$ cat config.mk
export PLATFORM = sky130hd
export DESIGN_NAME = block_multiply_flat
export DESIGN_NICKNAME = d
export VERILOG_FILES = /design/src/rtl/block_multiply_pkg.sv /design/src/rtl/block_multiply_if.sv /design/src/rtl/block_multiply_mac_unit.sv /design/src/rtl/block_multiply.sv /design/src/flat_wrapper.sv
export SDC_FILE = /design/constraint.sdc
export NUM_CORES = 1
export LEC_CHECK = 0
export ABC_AREA = 1
export CAP_MARGIN = 20
export CORE_AREA = 2 2 200 202
export CTS_CLUSTER_DIAMETER = 40
export DETAILED_ROUTE_END_ITERATION = 16
export DIE_AREA = 0 0 202 204
export GPL_ROUTABILITY_DRIVEN = 0
export PLACE_DENSITY = 0.82
export SETUP_SLACK_MARGIN = 0.1
export SYNTH_ARGS = -nofsm -noshare
export SYNTH_HDL_FRONTEND = slang
export SYNTH_HIERARCHICAL = 1
export SYNTH_SLANG_ARGS = --single-unit
$ cat constraint.sdc
create_clock -name clk -period 9.7 [get_ports clk]
set_input_delay 1.94 -clock clk [delete_from_list [all_inputs] [get_ports clk]]
set_output_delay 1.94 -clock clk [all_outputs]
set_load 0.03 [all_outputs]
$ cat src/rtl/block_multiply_pkg.sv
// Shared constants for the block_multiply tile multiplier: default tile geometry,
// fixed-point format, FSM state encodings and the row-major element index helper.
package block_multiply_pkg;

  // Default tile geometry and number format, shared with the rest of the matmul datapath
  localparam int BM_DATA_W = 16;
  localparam int BM_J      = 2;
  localparam int BM_K      = 2;
  localparam int BM_FRAC_W = 0;
  localparam int BM_SAT    = 1;

  // FSM encodings kept as plain constants so older tooling can share them
  localparam logic [1:0] ST_IDLE = 2'd0;
  localparam logic [1:0] ST_MAC  = 2'd1;
  localparam logic [1:0] ST_LAST = 2'd2;
  localparam logic [1:0] ST_DONE = 2'd3;

  // Row-major element index: element (row, col) of a matrix with ncols columns
  function automatic int rm_idx(input int row, input int col, input int ncols);
    return row * ncols + col;
  endfunction

endpackage

$ cat src/rtl/block_multiply_if.sv
// Request/operand/result bundle between the matrix_mul controller and block_multiply.
interface block_multiply_if import block_multiply_pkg::*; #(
  parameter int DATA_W = BM_DATA_W,
  parameter int J      = BM_J,
  parameter int K      = BM_K
) ();

  logic                    start;
  logic [J*K*DATA_W-1:0]   block_a;
  logic [K*J*DATA_W-1:0]   block_b;
  logic [J*J*DATA_W-1:0]   block_c;
  logic                    busy;
  logic                    done;
  logic                    overflow;

  modport master (
    output start, block_a, block_b,
    input  block_c, busy, done, overflow
  );

  modport slave (
    input  start, block_a, block_b,
    output block_c, busy, done, overflow
  );

endinterface

$ cat src/rtl/block_multiply_mac_unit.sv
// Signed multiply-accumulate with clear, arithmetic right shift and narrowing
// (saturate or wrap). The narrowed result and overflow flag reflect the value
// being loaded into the accumulator on this edge, so the caller can store the
// finished dot product in the same edge as its last product.
module mac_unit #(
  parameter int DATA_W = 16,
  parameter int K      = 2,
  parameter int FRAC_W = 0,
  parameter int SAT    = 1
) (
  input  logic                     clk,
  input  logic                     rst,
  input  logic                     en_i,
  input  logic                     clear_i,
  input  logic signed [DATA_W-1:0] a_i,
  input  logic signed [DATA_W-1:0] b_i,
  output logic        [DATA_W-1:0] res_o,
  output logic                     ovf_o
);

  localparam int PROD_W = 2 * DATA_W;
  // Headroom for K products plus one guard bit: the accumulator can never overflow
  localparam int ACC_W  = PROD_W + $clog2(K) + 1;

  localparam logic signed [ACC_W-1:0] MAX_V = {{(ACC_W-DATA_W+1){1'b0}}, {(DATA_W-1){1'b1}}};
  localparam logic signed [ACC_W-1:0] MIN_V = {{(ACC_W-DATA_W+1){1'b1}}, {(DATA_W-1){1'b0}}};

  logic signed [PROD_W-1:0] prod;
  logic signed [ACC_W-1:0]  acc_q;
  logic signed [ACC_W-1:0]  acc_d;
  logic signed [ACC_W-1:0]  acc_base;
  logic signed [ACC_W-1:0]  shifted;
  logic                     too_high;
  logic                     too_low;

  assign prod = a_i * b_i;

  // Next accumulator value, scaled and range-checked against the element format
  always_comb begin
    acc_base = clear_i ? '0 : acc_q;
    acc_d    = acc_base + ACC_W'(prod);
    shifted  = acc_d >>> FRAC_W;
    too_high = shifted > MAX_V;
    too_low  = shifted < MIN_V;
    ovf_o    = too_high || too_low;
    res_o    = shifted[DATA_W-1:0];
    if (SAT != 0 && too_high) begin
      res_o = MAX_V[DATA_W-1:0];
    end else if (SAT != 0 && too_low) begin
      res_o = MIN_V[DATA_W-1:0];
    end
  end

  // Accumulator register, only advanced while a product is being issued
  always_ff @(posedge clk or posedge rst) begin
    if (rst) begin
      acc_q <= '0;
    end else if (en_i) begin
      acc_q <= acc_d;
    end
  end

endmodule

$ cat src/rtl/block_multiply.sv
// J x K by K x J tile multiplier: captures both operand tiles on accept, walks
// (row, col, k) issuing one product per cycle to mac_unit, stores each finished
// element into the result register file, then holds done until start drops.
module block_multiply import block_multiply_pkg::*; #(
  parameter int DATA_W = BM_DATA_W,
  parameter int J      = BM_J,
  parameter int K      = BM_K,
  parameter int FRAC_W = BM_FRAC_W,
  parameter int SAT    = BM_SAT
) (
  input  logic           clk,
  input  logic           rst,
  block_multiply_if.slave bus
);

  localparam int RC_W = $clog2(J) + 1;
  localparam int KC_W = $clog2(K) + 1;
  localparam int A_W  = J * K * DATA_W;
  localparam int B_W  = K * J * DATA_W;

  localparam logic [RC_W-1:0] RC_LAST = RC_W'(J - 1);
  localparam logic [KC_W-1:0] K_LAST  = KC_W'(K - 1);

  logic [1:0]        state_q, state_d;
  logic [RC_W-1:0]   row_q, row_d;
  logic [RC_W-1:0]   col_q, col_d;
  logic [KC_W-1:0]   k_q, k_d;
  logic              busy_q, busy_d;
  logic              done_q, done_d;
  logic              ovf_q, ovf_d;
  logic [A_W-1:0]    a_q, a_d;
  logic [B_W-1:0]    b_q, b_d;

  logic              mac_en;
  logic              mac_clr;
  logic              c_wr;
  logic [DATA_W-1:0] a_sel;
  logic [DATA_W-1:0] b_sel;
  logic [DATA_W-1:0] mac_res;
  logic              mac_ovf;
  int                a_idx;
  int                b_idx;
  int                c_idx;

  logic [DATA_W-1:0] c_q [J*J];

  // Pick a[row][k] and b[k][col] out of the captured tiles
  always_comb begin
    a_idx = rm_idx(int'(row_q), int'(k_q), K);
    b_idx = rm_idx(int'(k_q), int'(col_q), J);
    c_idx = rm_idx(int'(row_q), int'(col_q), J);
    a_sel = '0;
    b_sel = '0;
    for (int e = 0; e < J * K; e++) begin
      if (e == a_idx) a_sel = a_q[e*DATA_W +: DATA_W];
      if (e == b_idx) b_sel = b_q[e*DATA_W +: DATA_W];
    end
  end

  mac_unit #(
    .DATA_W (DATA_W),
    .K      (K),
    .FRAC_W (FRAC_W),
    .SAT    (SAT)
  ) u_mac (
    .clk     (clk),
    .rst     (rst),
    .en_i    (mac_en),
    .clear_i (mac_clr),
    .a_i     (a_sel),
    .b_i     (b_sel),
    .res_o   (mac_res),
    .ovf_o   (mac_ovf)
  );

  // Sequencer: accept, k/col/row walk, one settle cycle, then hold done for the requester
  always_comb begin
    state_d = state_q;
    row_d   = row_q;
    col_d   = col_q;
    k_d     = k_q;
    busy_d  = busy_q;
    done_d  = done_q;
    ovf_d   = ovf_q;
    a_d     = a_q;
    b_d     = b_q;
    mac_en  = 1'b0;
    mac_clr = 1'b0;
    c_wr    = 1'b0;
    case (state_q)
      ST_IDLE: begin
        if (bus.start) begin
          a_d     = bus.block_a;
          b_d     = bus.block_b;
          row_d   = '0;
          col_d   = '0;
          k_d     = '0;
          ovf_d   = 1'b0;
          busy_d  = 1'b1;
          state_d = ST_MAC;
        end
      end
      ST_MAC: begin
        mac_en  = 1'b1;
        mac_clr = (k_q == '0);
        if (k_q == K_LAST) begin
          c_wr = 1'b1;
          if (mac_ovf) ovf_d = 1'b1;
          k_d = '0;
          if (col_q == RC_LAST) begin
            col_d = '0;
            if (row_q == RC_LAST) begin
              row_d   = '0;
              state_d = ST_LAST;
            end else begin
              row_d = row_q + RC_W'(1);
            end
          end else begin
            col_d = col_q + RC_W'(1);
          end
        end else begin
          k_d = k_q + KC_W'(1);
        end
      end
      ST_LAST: begin
        // The last element landed on the previous edge; publish completion now
        busy_d  = 1'b0;
        done_d  = 1'b1;
        state_d = ST_DONE;
      end
      ST_DONE: begin
        if (!bus.start) begin
          done_d  = 1'b0;
          state_d = ST_IDLE;
        end
      end
      default: begin
        state_d = ST_IDLE;
      end
    endcase
  end

  // Control and operand-capture registers
  always_ff @(posedge clk or posedge rst) begin
    if (rst) begin
      state_q <= ST_IDLE;
      row_q   <= '0;
      col_q   <= '0;
      k_q     <= '0;
      busy_q  <= 1'b0;
      done_q  <= 1'b0;
      ovf_q   <= 1'b0;
      a_q     <= '0;
      b_q     <= '0;
    end else begin
      state_q <= state_d;
      row_q   <= row_d;
      col_q   <= col_d;
      k_q     <= k_d;
      busy_q  <= busy_d;
      done_q  <= done_d;
      ovf_q   <= ovf_d;
      a_q     <= a_d;
      b_q     <= b_d;
    end
  end

  // Result register file: each element keeps its old value until its own write
  for (genvar gi = 0; gi < J * J; gi++) begin : g_c
    always_ff @(posedge clk or posedge rst) begin
      if (rst) begin
        c_q[gi] <= '0;
      end else if (c_wr && c_idx == gi) begin
        c_q[gi] <= mac_res;
      end
    end
    assign bus.block_c[gi*DATA_W +: DATA_W] = c_q[gi];
  end

  assign bus.busy     = busy_q;
  assign bus.done     = done_q;
  assign bus.overflow = ovf_q;

endmodule

$ cat src/flat_wrapper.sv
// flat-port wrapper written by rule: the top's interface ports become plain ports
module block_multiply_flat import block_multiply_pkg::*;
#(
  parameter int DATA_W = BM_DATA_W,
  parameter int J      = BM_J,
  parameter int K      = BM_K,
  parameter int FRAC_W = BM_FRAC_W,
  parameter int SAT    = BM_SAT
)
  (clk, rst, bus_start, bus_block_a, bus_block_b, bus_block_c, bus_busy, bus_done, bus_overflow);
  block_multiply_if #(.DATA_W(DATA_W), .J(J), .K(K)) bus_i ();
  input  logic clk;
  input  logic rst;
  input wire logic [$bits(bus_i.start)-1:0] bus_start;
  input wire logic [$bits(bus_i.block_a)-1:0] bus_block_a;
  input wire logic [$bits(bus_i.block_b)-1:0] bus_block_b;
  output wire logic [$bits(bus_i.block_c)-1:0] bus_block_c;
  output wire logic [$bits(bus_i.busy)-1:0] bus_busy;
  output wire logic [$bits(bus_i.done)-1:0] bus_done;
  output wire logic [$bits(bus_i.overflow)-1:0] bus_overflow;
  assign bus_i.start = bus_start;
  assign bus_i.block_a = bus_block_a;
  assign bus_i.block_b = bus_block_b;
  assign bus_block_c = bus_i.block_c;
  assign bus_busy = bus_i.busy;
  assign bus_done = bus_i.done;
  assign bus_overflow = bus_i.overflow;
  block_multiply #(.DATA_W(DATA_W), .J(J), .K(K), .FRAC_W(FRAC_W), .SAT(SAT)) u_core (.clk(clk), .rst(rst), .bus(bus_i));
endmodule
Yosys cells after proc, flatten, opt, wreduce, memory -nomap -nowiden. Cells that the tools add are included.

Output and inout bits: 67. Bits in registers: 237. Logic and storage cells: 105.

Equality and inequality tests: 21. $lt $le $gt $ge: 2. Reduce and logical (&&, ||, !) cells: 21. $mul: 1. Multiplexer cells: 39. Add/sub/neg operators: 7.

Operator list (number): 2-to-1 mux 16 bit (10); equality test 3 x 32 -> 1 bit (first input constant) (4); zero test 32 bit (3); equality test 2 x 32 -> 1 bit (first input constant) (2); equality test 32 x 3 -> 1 bit (second input constant) (2); adder 34 x 32 -> 34 bit (1); greater-than comparator 34 x 16 -> 1 bit (second input constant) (1); < comparator 34 x 16 -> 1 bit (second input constant) (1); 2-to-1 mux 34 bit (1); equality test 32 x 2 -> 1 bit (second input constant) (1); multiplier 16 x 16 -> 32 bit (1); 2-to-1 mux 2 bit (12); adder 3 x 2 -> 4 bit (3); case mux 2 bit (2 select lines) (3); 2-to-1 mux 1 bit (9); equality test 2 x 1 -> 1 bit (second input constant) (4); != test 2 x 1 -> 1 bit (second input constant) (4); case mux 2 bit (4 select lines) (1); AND reduction 2 bit (4); AND reduction 4 bit (2); adder 2 x 1 -> 2 bit (second input constant) (3); case mux 1 bit (2 select lines) (3); nonzero test 2 bit (3); AND reduction 5 bit (1); other kinds (6) (12).

Logic depth before layout (Yosys ltp).
Depth after elaboration: 13. Mapped depth: 44. Depth with buffers taken out: 40.

Cells and area by module. Netlist, hierarchy kept.

By module, submodules not included: mac_unit (sequential area each 850.8 um2, cells each 1955, area an instance 14346.3 um2, instances 1); block_multiply (sequential area each 5079.9 um2, cells each 1098, area an instance 8932.3 um2, instances 1).

Worst setup path after synthesis. No wires, ideal clock.

Path type: register to register. Start point: register u_core.k_q[0]. End point: register u_core.c_q, in the netlist u_core/bus.block_c[26]. Slack: 2.353 ns. Stages on the path, launching flop included: 41. Path buffers: 4. Clock period less this slack: 7.347 ns. Required time: 9.634 ns. Data arrival time: 7.281 ns. Library setup time: 0.066 ns. Path through: dfrtp_1 -> ha_1 -> nor2_2 -> nand2_1 -> nor2_1 -> clkbuf_1 -> nand2_1 -> nand4_1 -> clkbuf_1 -> clkbuf_1 -> nand2_1 -> fa_1 -> inv_1 -> fa_1 -> inv_1 -> fa_1 -> inv_1 -> fa_1 -> [... 5 more ...] -> nand2_1 -> inv_1 -> a21oi_1 -> inv_1 -> a21oi_1 -> nand3_1 -> nand2_1 -> nand2_1 -> nor2_1 -> nand2_1 -> nor2_2 -> nand3_2 -> nand2_4 -> buf_6 -> nand2_1 -> nand2_1 -> nand3_1 -> nand2_1.

Word-level cells in the longest chain between the ends: 11. Elaborated cells between the ends (all ways): 31. Classes of those cells: add/sub (3); mul (1); order compare (2); eq/ne (7); mux (14); reduce/logical (4).

RTL lines: start: declaration (RTL line block_multiply.sv:27) `logic [KC_W-1:0] k_q, k_d;`; start signal: assignment (RTL line block_multiply.sv:159) `k_q <= k_d;`; adder 3 x 2 -> 4 bit * (RTL line block_multiply_pkg.sv:20) `return row * ncols + col;`; zero test 32 bit (RTL line block_multiply.sv:56) `if (e == b_idx) b_sel = b_q[e*DATA_W +: DATA_W];`; 2-to-1 mux 16 bit (3 in a row) (RTL line block_multiply.sv:56); 2-to-1 mux 16 bit * (RTL line block_multiply.sv:56); named net u_core.b_sel[6] (RTL line block_multiply.sv:38) `logic [DATA_W-1:0] b_sel;`; multiplier 16 x 16 -> 32 bit * (RTL line block_multiply_mac_unit.sv:36) `assign prod = a_i * b_i;`; adder 34 x 32 -> 34 bit * (RTL line block_multiply_mac_unit.sv:41) `acc_d = acc_base + ACC_W'(prod);`; < comparator 34 x 16 -> 1 bit (RTL line block_multiply_mac_unit.sv:44) `too_low = shifted < MIN_V;`; 2-to-1 mux 16 bit (RTL line block_multiply_mac_unit.sv:49) `end else if (SAT != 0 && too_low) begin`; 2-to-1 mux 16 bit * (RTL line block_multiply_mac_unit.sv:47) `if (SAT != 0 && too_high) begin`; named net u_core.mac_res[10] (RTL line block_multiply.sv:39) `logic [DATA_W-1:0] mac_res;`; end signal: indexed assignment (RTL line block_multiply.sv:174) `c_q[gi] <= mac_res;`; end: declaration (RTL line block_multiply.sv:45) `logic [DATA_W-1:0] c_q [J*J];`.

Mark *: on every way through the listed nets, which the timed path passes. The rest lies on a longest branch. A chain may end at the register's enable or synchronous reset.

Final worst setup path.
Start point: register u_core.k_q[0]. End point: register u_core.c_q, in the netlist u_core/bus.block_c[35].

Same word-level chain as after synthesis.

==> summary.md <==
| Metric | Value |
|---|---|
| Final Max Slew Viols | 0 |
| Hold Buf Count CTS | 0 |
| Slowest cell delay on critical path | 820 ps |
| Synth Register Bits | 237 |
| Die area | between 0.04 and 0.05 sq mm |
| Kind of end point of the critical path | flip-flop |
| Worst R2R End | u_core/bus.block_c[35]$_DFFE_PP0P_ |
| Met3 track demand over resource | under 10% |
| Clk_skew | about 37 ps |
| Initial core utilization | 59.41% |
| Yosys warns | 6 |
| Die height | between 200 and 250 um |
| Resized Gates After CTS | 0 |
| Synth top area cells | fa_1 (26%), dfrtp_1 (25%), nand2_1 (19%) |
| CTS sink count | 237 |
| CP startpoint kind | flip-flop |
| Slew margin rel. | between 20% and 30% |
| Crit-path slowest cell | nand4_1 |
| WP data arrival | between 9000 and 10,000 ps |
| First-pass iteration count of the detailed router | 6 |
| Mapped Nets | about 3,600 |
| Area share of the largest cell type after synthesis | 26.23% |
| GRT Max-Usage Layer | met2 |
| Min-delay src | u_core/bus.block_c[24]$_DFFE_PP0P_ |
| FMAX | between 100 and 150 MHz |
| Vias in the first global route | 21,507 |
| Grt met1 use | 41.83% |
| 1st-iter DRT viols | 1,943 |
| Period utilization | 94.19% |
| Die width | 202 um |
| Clock Tree Root | clkbuf_16 |
| Post-CTS setup buffer count | 0 |
| Post-synthesis sequential area ratio | about a quarter |
| Post-Syn Area per Cell | 7.625 sq um |
| Antenna violations before repair | 0 |
| Slew @ Worst Pin | about 1100 ps |
| Number of top-level pins | approximately 200 |
| Cell taking the most area after synthesis | fa_1 |
| Largest net degree at the start of global routing | just over 90 |
| Final wirelength | between 60,000 and 70,000 um |
| Reg clk slew, reported paths | approximately 60 ps |
| Crit path time final | ~9100 ps |
| Clk_lat worst skew | roughly 560 ps |
| Hold Slack | roughly 470 ps |
| Most frequent cells in the layout | nand2_1 (1,149), inv_1 (653), fa_1 (305) |
| DR vias | between 20,000 and 25,000 |
| Ant. Diodes | 0 |
| CTS tree | done |
| Total grt overflow | 0 |
| CP dominant cell by count | nand2_1 |
| Worst flop-to-flop path startpoint | u_core/k_q[0]$_DFFE_PP0P_ |
| Hold endpoint | u_core/bus.block_c[24]$_DFFE_PP0P_ |
| Number of fill cells | between 2,000 and 3,000 |
| Met2 Use GR | between 50% and 60% |
| Status | complete, no violations |
| Ratio of cells with drive above 1 in the final layout | under 10% |
| Hold Crit Depth | 2 |
| Setup violators final | 0 |
| Overall Global Routing Usage | between 30% and 40% |
| Worst Path Max Fanout | 16 |
| Detail Placement HPWL | 49,720 um |
| CP required | between 10,000 and 15,000 ps |
| Core box area | 0.03918 sq mm |
| Final Hold Fails | 0 |
| Worst Hold Class | flip-flop to flip-flop |
| Routed WL per cell | ~17 um |
| Worst setup path class | flip-flop to flip-flop |
| Reg2reg setup slack | between 500 and 600 ps |
| Total CTS buffers | 34 |
| Clock Tree Buf Depth | 3 |
| Site row count | 73 |
| Final net count | 3,737 |
| Leading cell type in the layout, fill and taps excluded | nand2_1 |
| DR vias/cell | 5.406 |
| PortBufs | 197 |
| Synth cell types | 36 |
| Fin Setup TNS | 0 ps |
| Final antenna-violating net count | 0 |
| H-tree levels | 2 |
| Worst R2R Path Depth | 35 |
| Post-Syn Area | ~0.023 sq mm |
| Area delta synth->final | 15.07% |
| Max-cap violations | 0 |
| Synthesized instance count | between 3,000 and 4,000 |
| First-pass GRT wire length | roughly 110,000 um |
| RSZ-0062 raised after global routing | no |
| DRC violations left | 0 |
[kinds of logic after synthesis]
| group | share of synthesized area [%] |
|---|---|
| AND/OR/NAND/NOR | 26.50 |
| AO/OA/AOI/OAI | 2.150 |
| flip-flops | 25.48 |
| buffers and inverters | 13.26 |
| adder cells (fa/ha/maj) | 32.09 |
| XOR/XNOR | 0.5268 |
[sequential cells by signal (all words and copies together), names as in the netlist]
register / flops
u_core/bus.busy: 1
u_core/bus.done: 1
u_core/k_q: 2
u_core/a_q: 64
u_core/row_q: 2
u_core/col_q: 2
u_core/state_q: 2
u_core/b_q: 64
u_core/bus.overflow: 1
u_core/bus.block_c: 64
u_core/u_mac/acc_q: 34
[worst max-delay path by stage]
| stage | startpoint | end | depth (start not counted) |
|---|---|---|---|
| 2_1_floorplan | rst | u_core/a_q[0]$_DFFE_PP0P_ | 1 |
| 3_5_place_dp | u_core/k_q[0]$_DFFE_PP0P_ | u_core/bus.block_c[48]$_DFFE_PP0P_ | 34 |
| 3_3_place_gp | u_core/k_q[0]$_DFFE_PP0P_ | u_core/bus.block_c[26]$_DFFE_PP0P_ | 35 |
| 6_report | u_core/k_q[0]$_DFFE_PP0P_ | u_core/bus.block_c[35]$_DFFE_PP0P_ | 35 |
| 4_1_cts | u_core/k_q[0]$_DFFE_PP0P_ | u_core/bus.block_c[35]$_DFFE_PP0P_ | 34 |
| 5_1_grt | u_core/k_q[0]$_DFFE_PP0P_ | u_core/bus.block_c[35]$_DFFE_PP0P_ | 34 |
[final cells by class]
type                       count  area, sq um  share of cell area (%)
inverter                     666         2511                   9.375
sequential                   237         5931                   22.14
clock buffer                  42        920.9                   3.438
tap                          525        656.9                   2.452
multi-input combinational   2021        14270                   53.28
timing repair buffer         232         2242                   8.370
clock inverter                19        254.0                  0.9482
[critical path, delay by kind of cell, from the launching register on]
family	cells	cell delay, ps
buffers and inverters	7	730
DFF	1	470
and+or+nand+nor	20	3700
adders and majority gates	8	4120
[synthesized netlist by cell type]
| cell | number |
|---|---|
| a21o_1 | 1 |
| a21oi_1 | 30 |
| a21oi_2 | 2 |
| and2_1 | 5 |
| buf_1 | 5 |
| buf_2 | 28 |
| buf_4 | 3 |
| buf_6 | 7 |
| clkbuf_1 | 85 |
| clkbuf_2 | 1 |
| dfrtp_1 | 237 |
| fa_1 | 305 |
| ha_1 | 109 |
| inv_1 | 656 |
| inv_2 | 9 |
| inv_4 | 1 |
| nand2_1 | 1150 |
| nand2_2 | 15 |
| nand2_4 | 1 |
| nand3_1 | 147 |
| nand3_2 | 6 |
| nand3b_1 | 5 |
| nand4_1 | 43 |
| nor2_1 | 96 |
| nor2_2 | 9 |
| nor2_4 | 2 |
| nor3_1 | 3 |
| nor3_2 | 6 |
| nor3_4 | 3 |
| nor3b_2 | 1 |
| o21ai_0 | 55 |
| o21ai_1 | 1 |
| o21bai_1 | 6 |
| or2_2 | 6 |
| xnor2_1 | 2 |
| xor2_1 | 12 |
[metal layers]
metal	wire length [um]	up-vias
met2	30800	1029
li1	-	9167
met3	5875	239
met1	24620	9796
met4	3238	0
met5	0	-
[per-stage QoR]
step                util, %  cells  worst slack (ps)  cell area, sq um
floorplan                 -   3053              2221             23280
global placement      65.33   3680              1009             25600
detailed placement    65.33   3680             843.1             25600
CTS                   68.32   3741             741.1             26770
global route          68.36   3742             143.2             26790
finish                68.36   3742             563.9             26790
Power is left out: the tool's default activity adds up to more than one toggle a clock period on the data nets, which glitch-free logic cannot reach.
